### config.mk
export PLATFORM = sky130hd
export DESIGN_NAME = jogo_unidade_controle_param
export DESIGN_NICKNAME = d
export VERILOG_FILES = /design/src/rtl/jogo_pkg.sv /design/src/rtl/jogo_contador_timeout.sv /design/src/rtl/jogo_unidade_controle_param.sv
export SDC_FILE = /design/constraint.sdc
export NUM_CORES = 1
export LEC_CHECK = 0
export ABC_AREA = 1
export CORE_UTILIZATION = 40
export DETAILED_ROUTE_END_ITERATION = 12
export GPL_TIMING_DRIVEN = 0
export PLACE_DENSITY = 0.66
export SLEW_MARGIN = 20
export SYNTH_ARGS = -nofsm -noshare
export SYNTH_HDL_FRONTEND = slang
export SYNTH_HIERARCHICAL = 1
export SYNTH_SLANG_ARGS = --single-unit
### constraint.sdc
create_clock -name clock -period 1.99 [get_ports clock]
set_clock_uncertainty 0.05 [all_clocks]
set_input_delay 0.2985 -clock clock [delete_from_list [all_inputs] [get_ports clock]]
set_output_delay 0.2985 -clock clock [all_outputs]
set_load 0.03 [all_outputs]
### src/rtl/jogo_pkg.sv
// jogo_pkg: state encodings, debug codes and constants shared by the sequence-memory game control unit.
package jogo_pkg;
    typedef enum logic [3:0] {
        INICIAL     = 4'h0,
        PREPARACAO  = 4'h1,
        NOVA_SEQ    = 4'h2,
        ESPERA      = 4'h3,
        REGISTRA    = 4'h4,
        COMPARACAO  = 4'h5,
        PROXIMO     = 4'h6,
        PERDE_VIDA  = 4'h7,
        FIM_ACERTO  = 4'hA,
        FIM_TIMEOUT = 4'hD,
        FIM_ERRO    = 4'hE
    } estado_t;
    localparam logic [3:0] DB_INVALIDO = 4'hF;
    localparam int DIV_CURTO = 2;
endpackage

### src/rtl/jogo_contador_timeout.sv
// jogo_contador_timeout: counts cycles while conta is high, flags the last allowed cycle, clears otherwise.
module jogo_contador_timeout #(
    parameter int TIMEOUT_CYCLES = 5000
) (
    input  logic clock,
    input  logic reset,
    input  logic conta,
    output logic fim
);
    localparam int W = TIMEOUT_CYCLES > 1 ? $clog2(TIMEOUT_CYCLES) : 1;
    logic [W-1:0] cnt;
    assign fim = cnt == W'(TIMEOUT_CYCLES - 1);
    always_ff @(posedge clock) begin
        if (reset || !conta)
            cnt <= '0;
        else if (!fim)
            cnt <= cnt + 1'b1;
    end
endmodule

### src/rtl/jogo_unidade_controle_param.sv
// jogo_unidade_controle_param: Moore control FSM for the sequence-memory game with its own counters.
// Define VIDAS_EN to enable the multi-life retry (perde_vida state and vidas output).
module jogo_unidade_controle_param
    import jogo_pkg::*;
#(
    parameter int N_LEVELS       = 16,
    parameter int TIMEOUT_CYCLES = 5000,
    parameter int LIVES          = 3,
    parameter int ADDR_W         = $clog2(N_LEVELS)
) (
    input  logic              clock,
    input  logic              reset,
    input  logic              jogar,
    input  logic              jogada,
    input  logic              igual,
    input  logic              modo,
    output logic [ADDR_W-1:0] endereco,
    output logic [ADDR_W-1:0] nivel,
    output logic              zeraR,
    output logic              registraR,
    output logic              ganhou,
    output logic              perdeu,
    output logic              pronto,
    output logic              deu_timeout,
    output logic [3:0]        vidas,
    output logic [3:0]        db_estado
);
    if (N_LEVELS < 2 || (N_LEVELS & (N_LEVELS - 1)) != 0 || LIVES < 1 || LIVES > 15) begin : g_param_invalido
        $error("jogo_unidade_controle_param: invalid N_LEVELS or LIVES");
    end

    estado_t           estado, prox;
    logic [ADDR_W-1:0] limite;
    logic              fim_tempo;
    logic              perde;

    jogo_contador_timeout #(.TIMEOUT_CYCLES(TIMEOUT_CYCLES)) u_timeout (
        .clock (clock),
        .reset (reset),
        .conta (estado == ESPERA),
        .fim   (fim_tempo)
    );

`ifdef VIDAS_EN
    logic [3:0] vidas_r;
    assign perde = vidas_r > 4'd1;
    assign vidas = vidas_r;
    always_ff @(posedge clock) begin
        if (reset || estado == PREPARACAO)
            vidas_r <= 4'(LIVES);
        else if (estado == PERDE_VIDA)
            vidas_r <= vidas_r - 4'd1;
    end
`else
    assign perde = 1'b0;
    assign vidas = 4'd0;
`endif

    always_comb begin
        prox = INICIAL;
        case (estado)
            INICIAL:    prox = jogar ? PREPARACAO : INICIAL;
            PREPARACAO: prox = ESPERA;
            NOVA_SEQ:   prox = ESPERA;
            PROXIMO:    prox = ESPERA;
`ifdef VIDAS_EN
            PERDE_VIDA: prox = ESPERA;
`endif
            ESPERA: begin
                if (jogada)
                    prox = REGISTRA;
                else if (!fim_tempo)
                    prox = ESPERA;
                else if (perde)
                    prox = PERDE_VIDA;
                else
                    prox = FIM_TIMEOUT;
            end
            REGISTRA:   prox = COMPARACAO;
            COMPARACAO: begin
                if (!igual)
                    prox = perde ? PERDE_VIDA : FIM_ERRO;
                else if (endereco != nivel)
                    prox = PROXIMO;
                else if (nivel == limite)
                    prox = FIM_ACERTO;
                else
                    prox = NOVA_SEQ;
            end
            FIM_ACERTO:  prox = jogar ? PREPARACAO : FIM_ACERTO;
            FIM_ERRO:    prox = jogar ? PREPARACAO : FIM_ERRO;
            FIM_TIMEOUT: prox = jogar ? PREPARACAO : FIM_TIMEOUT;
            default:     prox = INICIAL;
        endcase
    end

    // Counters update on the edge that leaves the state that owns the update.
    always_ff @(posedge clock) begin
        if (reset) begin
            estado   <= INICIAL;
            endereco <= '0;
            nivel    <= '0;
            limite   <= ADDR_W'(N_LEVELS - 1);
        end else begin
            estado <= prox;
            case (estado)
                PREPARACAO: begin
                    endereco <= '0;
                    nivel    <= '0;
                    limite   <= modo ? ADDR_W'(N_LEVELS / DIV_CURTO - 1) : ADDR_W'(N_LEVELS - 1);
                end
                NOVA_SEQ: begin
                    nivel    <= nivel + 1'b1;
                    endereco <= '0;
                end
                PROXIMO:    endereco <= endereco + 1'b1;
`ifdef VIDAS_EN
                PERDE_VIDA: endereco <= '0;
`endif
                default: ;
            endcase
        end
    end

    assign zeraR       = estado == INICIAL || estado == PREPARACAO;
    assign registraR   = estado == REGISTRA;
    assign ganhou      = estado == FIM_ACERTO;
    assign perdeu      = estado == FIM_ERRO || estado == FIM_TIMEOUT;
    assign pronto      = estado == FIM_ACERTO || estado == FIM_ERRO || estado == FIM_TIMEOUT;
    assign deu_timeout = estado == FIM_TIMEOUT;

    always_comb begin
        db_estado = DB_INVALIDO;
        case (estado)
            INICIAL, PREPARACAO, NOVA_SEQ, ESPERA, REGISTRA, COMPARACAO, PROXIMO,
            PERDE_VIDA, FIM_ACERTO, FIM_TIMEOUT, FIM_ERRO: db_estado = estado;
            default: ;
        endcase
    end
endmodule

# Yosys cells after proc, flatten, opt, wreduce, memory -nomap -nowiden
# Index checks and enable logic that the tools add are counted.
# totals
register_bits	29
elab_cells	47
# classes
addsub	3
eq_ne	13
n_mux	14
reduce_logical	12
# op_table
cell	n
two-way mux 4 bit	10
one-hot mux 4 bit (8 select lines)	1
== test 4 x 3 -> 1 bit (second input constant)	4
one-hot mux 4 bit (2 select lines)	2
adder 13 x 1 -> 13 bit (second input constant)	1
== test 13 bit (second input constant)	1
== test 4 bit (second input constant)	3
OR reduction 11 bit	1
adder 4 x 1 -> 4 bit (second input constant)	2
== test 4 x 2 -> 1 bit (second input constant)	2
logical OR 1 bit	5
== test 4 x 1 -> 1 bit (second input constant)	1
== test 4 bit	1
logical NOT 4 bit	1
inequality test 4 bit	1
nonzero test 2 bit	2
OR reduction 3 bit	1
OR reduction 2 bit	1
logical NOT 1 bit	1
two-way mux 1 bit	1

# Depth between registers and ports, before layout
# logic_depth
depth_word	5
ltp_mapped	9
ltp_nobuf	9

# Hierarchy
# The synthesis kept the hierarchy.
# modules_own_cells
module	instances	cells_each	area_per_inst_um2
jogo_unidade_controle_param	1	144	892.1
jogo_contador_timeout	1	107	696.9

# Least setup slack after synthesis
# Ideal clock, no wire load.
# synth_timing
path_kind	register -> output
startpoint	register estado[1]
endpoint	output ganhou
t_arrival_ns	1.112
t_required_ns	1.641
setup_slack_ns	0.529
stages_incl_launch_ff	5
path_cell_list	dfxtp_1 inv_2 nor2_4 nand2_1 nor2_1
# synth_via
elab_chain_cells	1
# synth_rtl
element	line	source
start: declaration	jogo_unidade_controle_param.sv:32	estado_t estado, prox;
start signal: assignment	jogo_unidade_controle_param.sv:105	estado <= prox;
== test 4 bit	jogo_unidade_controle_param.sv:127	assign ganhou = estado == FIM_ACERTO;
end: declaration	jogo_unidade_controle_param.sv:21	output logic ganhou,
# No other way between the ends.

# Final worst setup path
# layout_timing
startpoint	register estado[1]
endpoint	output perdeu
# layout_via
elab_chain_cells	2
elab_cells_between_ends	3
classes_between	eq/ne (2); reduce/logical (1)
# layout_rtl
element	line	source
== test 4 bit	jogo_unidade_controle_param.sv:128	assign perdeu = estado == FIM_ERRO || estado == FIM_TIMEOUT;
logical OR 1 bit *	jogo_unidade_controle_param.sv:128	
end: declaration	jogo_unidade_controle_param.sv:22	output logic perdeu,
# Mark *: on every way between the ends. The rest lies on a longest branch, timed or not.

==> metrics <==
run status finished clean; 1st-iter DRT viols 75; # Post-CTS Setup Buffers 0; CTS tree built; post-route cell area slightly below 2000 um2; CTS clk-pin slew, worst paths 0.09 ns; Clock Sinks 26; cell area after synthesis 1590 um2; io pins 28; share of layout cells above drive strength 1 ~14%; Total Nets Final 291; WHS Path Cells 2; I/O Buffers 23; die area approximately 4200 um2; worst r2r src u_timeout/cnt[0]$_SDFFE_PP0P_; share of the synthesized area in the top cell type 32.8%; hold crit path type reg2reg; area grow syn2layout 22.9%; Synth Register Bits 26; Post-Synthesis Cells approximately 250; post-layout min period 1.86 ns; critical path capture point type output port; Max Root-Sink Buffers 2; H-Tree Level Count 1; Post-DP HPWL between 2000 and 3000 um; initial antenna violation count 0; Final Routed Wirelength between 3000 and 4000 um; Peak Freq between 0.5 and 0.6 GHz; Antenna Nets Post-Route 0; Worst setup SP type flop; worst min-delay path startpoint u_timeout/cnt[12]$_SDFFE_PP0P_; # setup viols final 0; clock share of power between 20 and 30%; synthesized area per cell approximately 6.3 um2; first-pass iteration count of the detailed router 4; Reg2Reg Depth 9; total CTS buffers 3; total power divided by cell area slightly above 800 nW/um2; sequential share of power between 30% and 40%; Sw Ratio between 30% and 40%; Overall Global Routing Usage between 10% and 20%; Initial Utilization about 42%; largest area contributor in the netlist dfxtp_1; top post-synthesis cells by area dfxtp_1 (33%), nand2_1 (15%), inv_1 (8.7%); Cell Rows 22; # DRC 0; core area 3740 um2; Seq/Total Area, Yosys about a third; reg2reg setup slack roughly 0.3 ns; Unique masters post-synth 24; worst reg2reg endpoint estado[2]$_SDFF_PP0_; commonest non-fill, non-tap cell in the layout nand2_1; global-route wire length before repair between 5000 and 6000 um; Combinational Power Share approximately 33%; worst vdd ir approximately 0.4 mV; gr ovfl total 0; largest net degree at the start of global routing 16; placed cell areas approximately 1900 um2; Via-to-Cell Ratio approximately 4.7; worst-path fanout max 6; vias in the first global route 1355; leakage power between 0.8 and 0.9 nW; drt wl/cell 9.99 um; internal power between 1 and 1.5 mW; yosys warns 6; GP Congestion 0.821; Final Max Slew Viols 0; worst endpoint required time between 1.5 and 2 ns; Max-cap violations 0; RSZ-0062 raised after global routing no; Data arrival, critical path ~1.5 ns; Antenna diodes 0; switching pwr 579 uW; WHS Endpoint u_timeout/cnt[12]$_SDFFE_PP0P_; Die W about 65 um; Fin. Hold Viols 0; final setup TNS 0 ns; commonest non-fill, non-tap cells in the layout nand2_1 (62), inv_1 (37), nor2_1 (26); CTS root buf clkbuf_8; Die H 65.0 um; fin crit share between 90% and 100%; WS Path Type reg2out; Skew-Pair Late Insertion Delay between 0.2 and 0.3 ns; via count approximately 1600
==> registers in the layout, summed over array words and instances, names as in the netlist <==
| signal | cells |
|---|---|
| endereco | 4 |
| estado | 4 |
| u_timeout/cnt | 13 |
| limite | 1 |
| nivel | 4 |
==> how the worst max path moves through the flow <==
stage	from	to	slack [ns]
after floorplan	estado[1]$_SDFF_PP0_	ganhou	0.53
after global placement	estado[0]$_SDFF_PP0_	perdeu	0.07
after detailed placement	estado[0]$_SDFF_PP0_	perdeu	0.07
after CTS	estado[1]$_SDFF_PP0_	ganhou	0.05
after global routing	estado[0]$_SDFF_PP0_	db_estado[0]	0.02
final	estado[1]$_SDFF_PP0_	perdeu	0.13
==> cells in the mapped netlist, drive strengths merged <==
cell and count:
a21oi 24, buf 6, conb 1, dfxtp 26, ha 3, inv 42
nand2 70, nand3 17, nand4 6, nor2 34, nor3 5, o21ai 14
o31ai 1, xnor2 1, xor2 1
==> logic make-up after synthesis <==
group	share of synthesized area, %
AND/OR/NAND/NOR	38.5
buffers and inverters	12.6
AO/OA/AOI/OAI	12.4
flip-flops	32.8
adder cells (fa/ha/maj)	2.36
XOR/XNOR	1.10
other	0.236
==> power by group through the flow <==
| stage | clock network [mW] | registers, mW | logic [mW] |
|---|---|---|---|
| 2_1_floorplan | 0 | 0.640 | 0.369 |
| 3_3_place_gp | 0 | 0.638 | 0.535 |
| 3_5_place_dp | 0 | 0.638 | 0.533 |
| 4_1_cts | 0.454 | 0.628 | 0.519 |
| 5_1_grt | 0.482 | 0.637 | 0.581 |
| 6_report | 0.444 | 0.628 | 0.516 |
==> metal layers <==
layer	vias up	GRT usage (%)	wire length, um
met5	-	0	0
met4	0	4.89	30
met3	4	3.35	170
met2	34	29.8	1530
met1	678	20.6	1560
li1	845	-	-
==> worst max-delay path: stages (launching register included) <==
cell and delay (ns):
dfxtp_1 0.43, inv_2 0.11, nor2_4 0.14, nand3_1 0.10, nand2_2 0.07, dlygate4sd2_1 0.40
==> layout make-up <==
type | instances | area, um2
Buffer | 6 | 42.5
Clock buffer | 3 | 41.3
Clock inverter | 1 | 30.0
Fill cell | 397 | 1790
Inverter | 42 | 158
Multi-Input combinational cell | 180 | 882
Sequential cell | 26 | 524
Tap cell | 48 | 60.1
Timing Repair Buffer | 23 | 215
==> what timing repair did <==
action	CTS	global route
pin swaps	0	0
endpoints found under the setup margin	8	16
resized for setup	9	9
hold buffers	0	0
==> per-stage QoR <==
| step | setup slack (ns) | power (mW) | hold WS (ns) | util (%) | instances |
|---|---|---|---|---|---|
| final | 0.125 | 1.59 | 0.432 | 52.2 | 329 |
| after global placement | 0.0732 | 1.17 | 0.419 | 50.5 | 325 |
| after global routing | 0.0177 | 1.70 | 0.467 | 52.2 | 329 |
| after detailed placement | 0.0674 | 1.17 | 0.424 | 50.5 | 325 |
| after CTS | 0.0468 | 1.60 | 0.436 | 52.2 | 329 |
| after floorplan | 0.529 | 1.01 | 0.360 | - | 254 |
No activity file was read; power rests on OpenSTA's default activity.
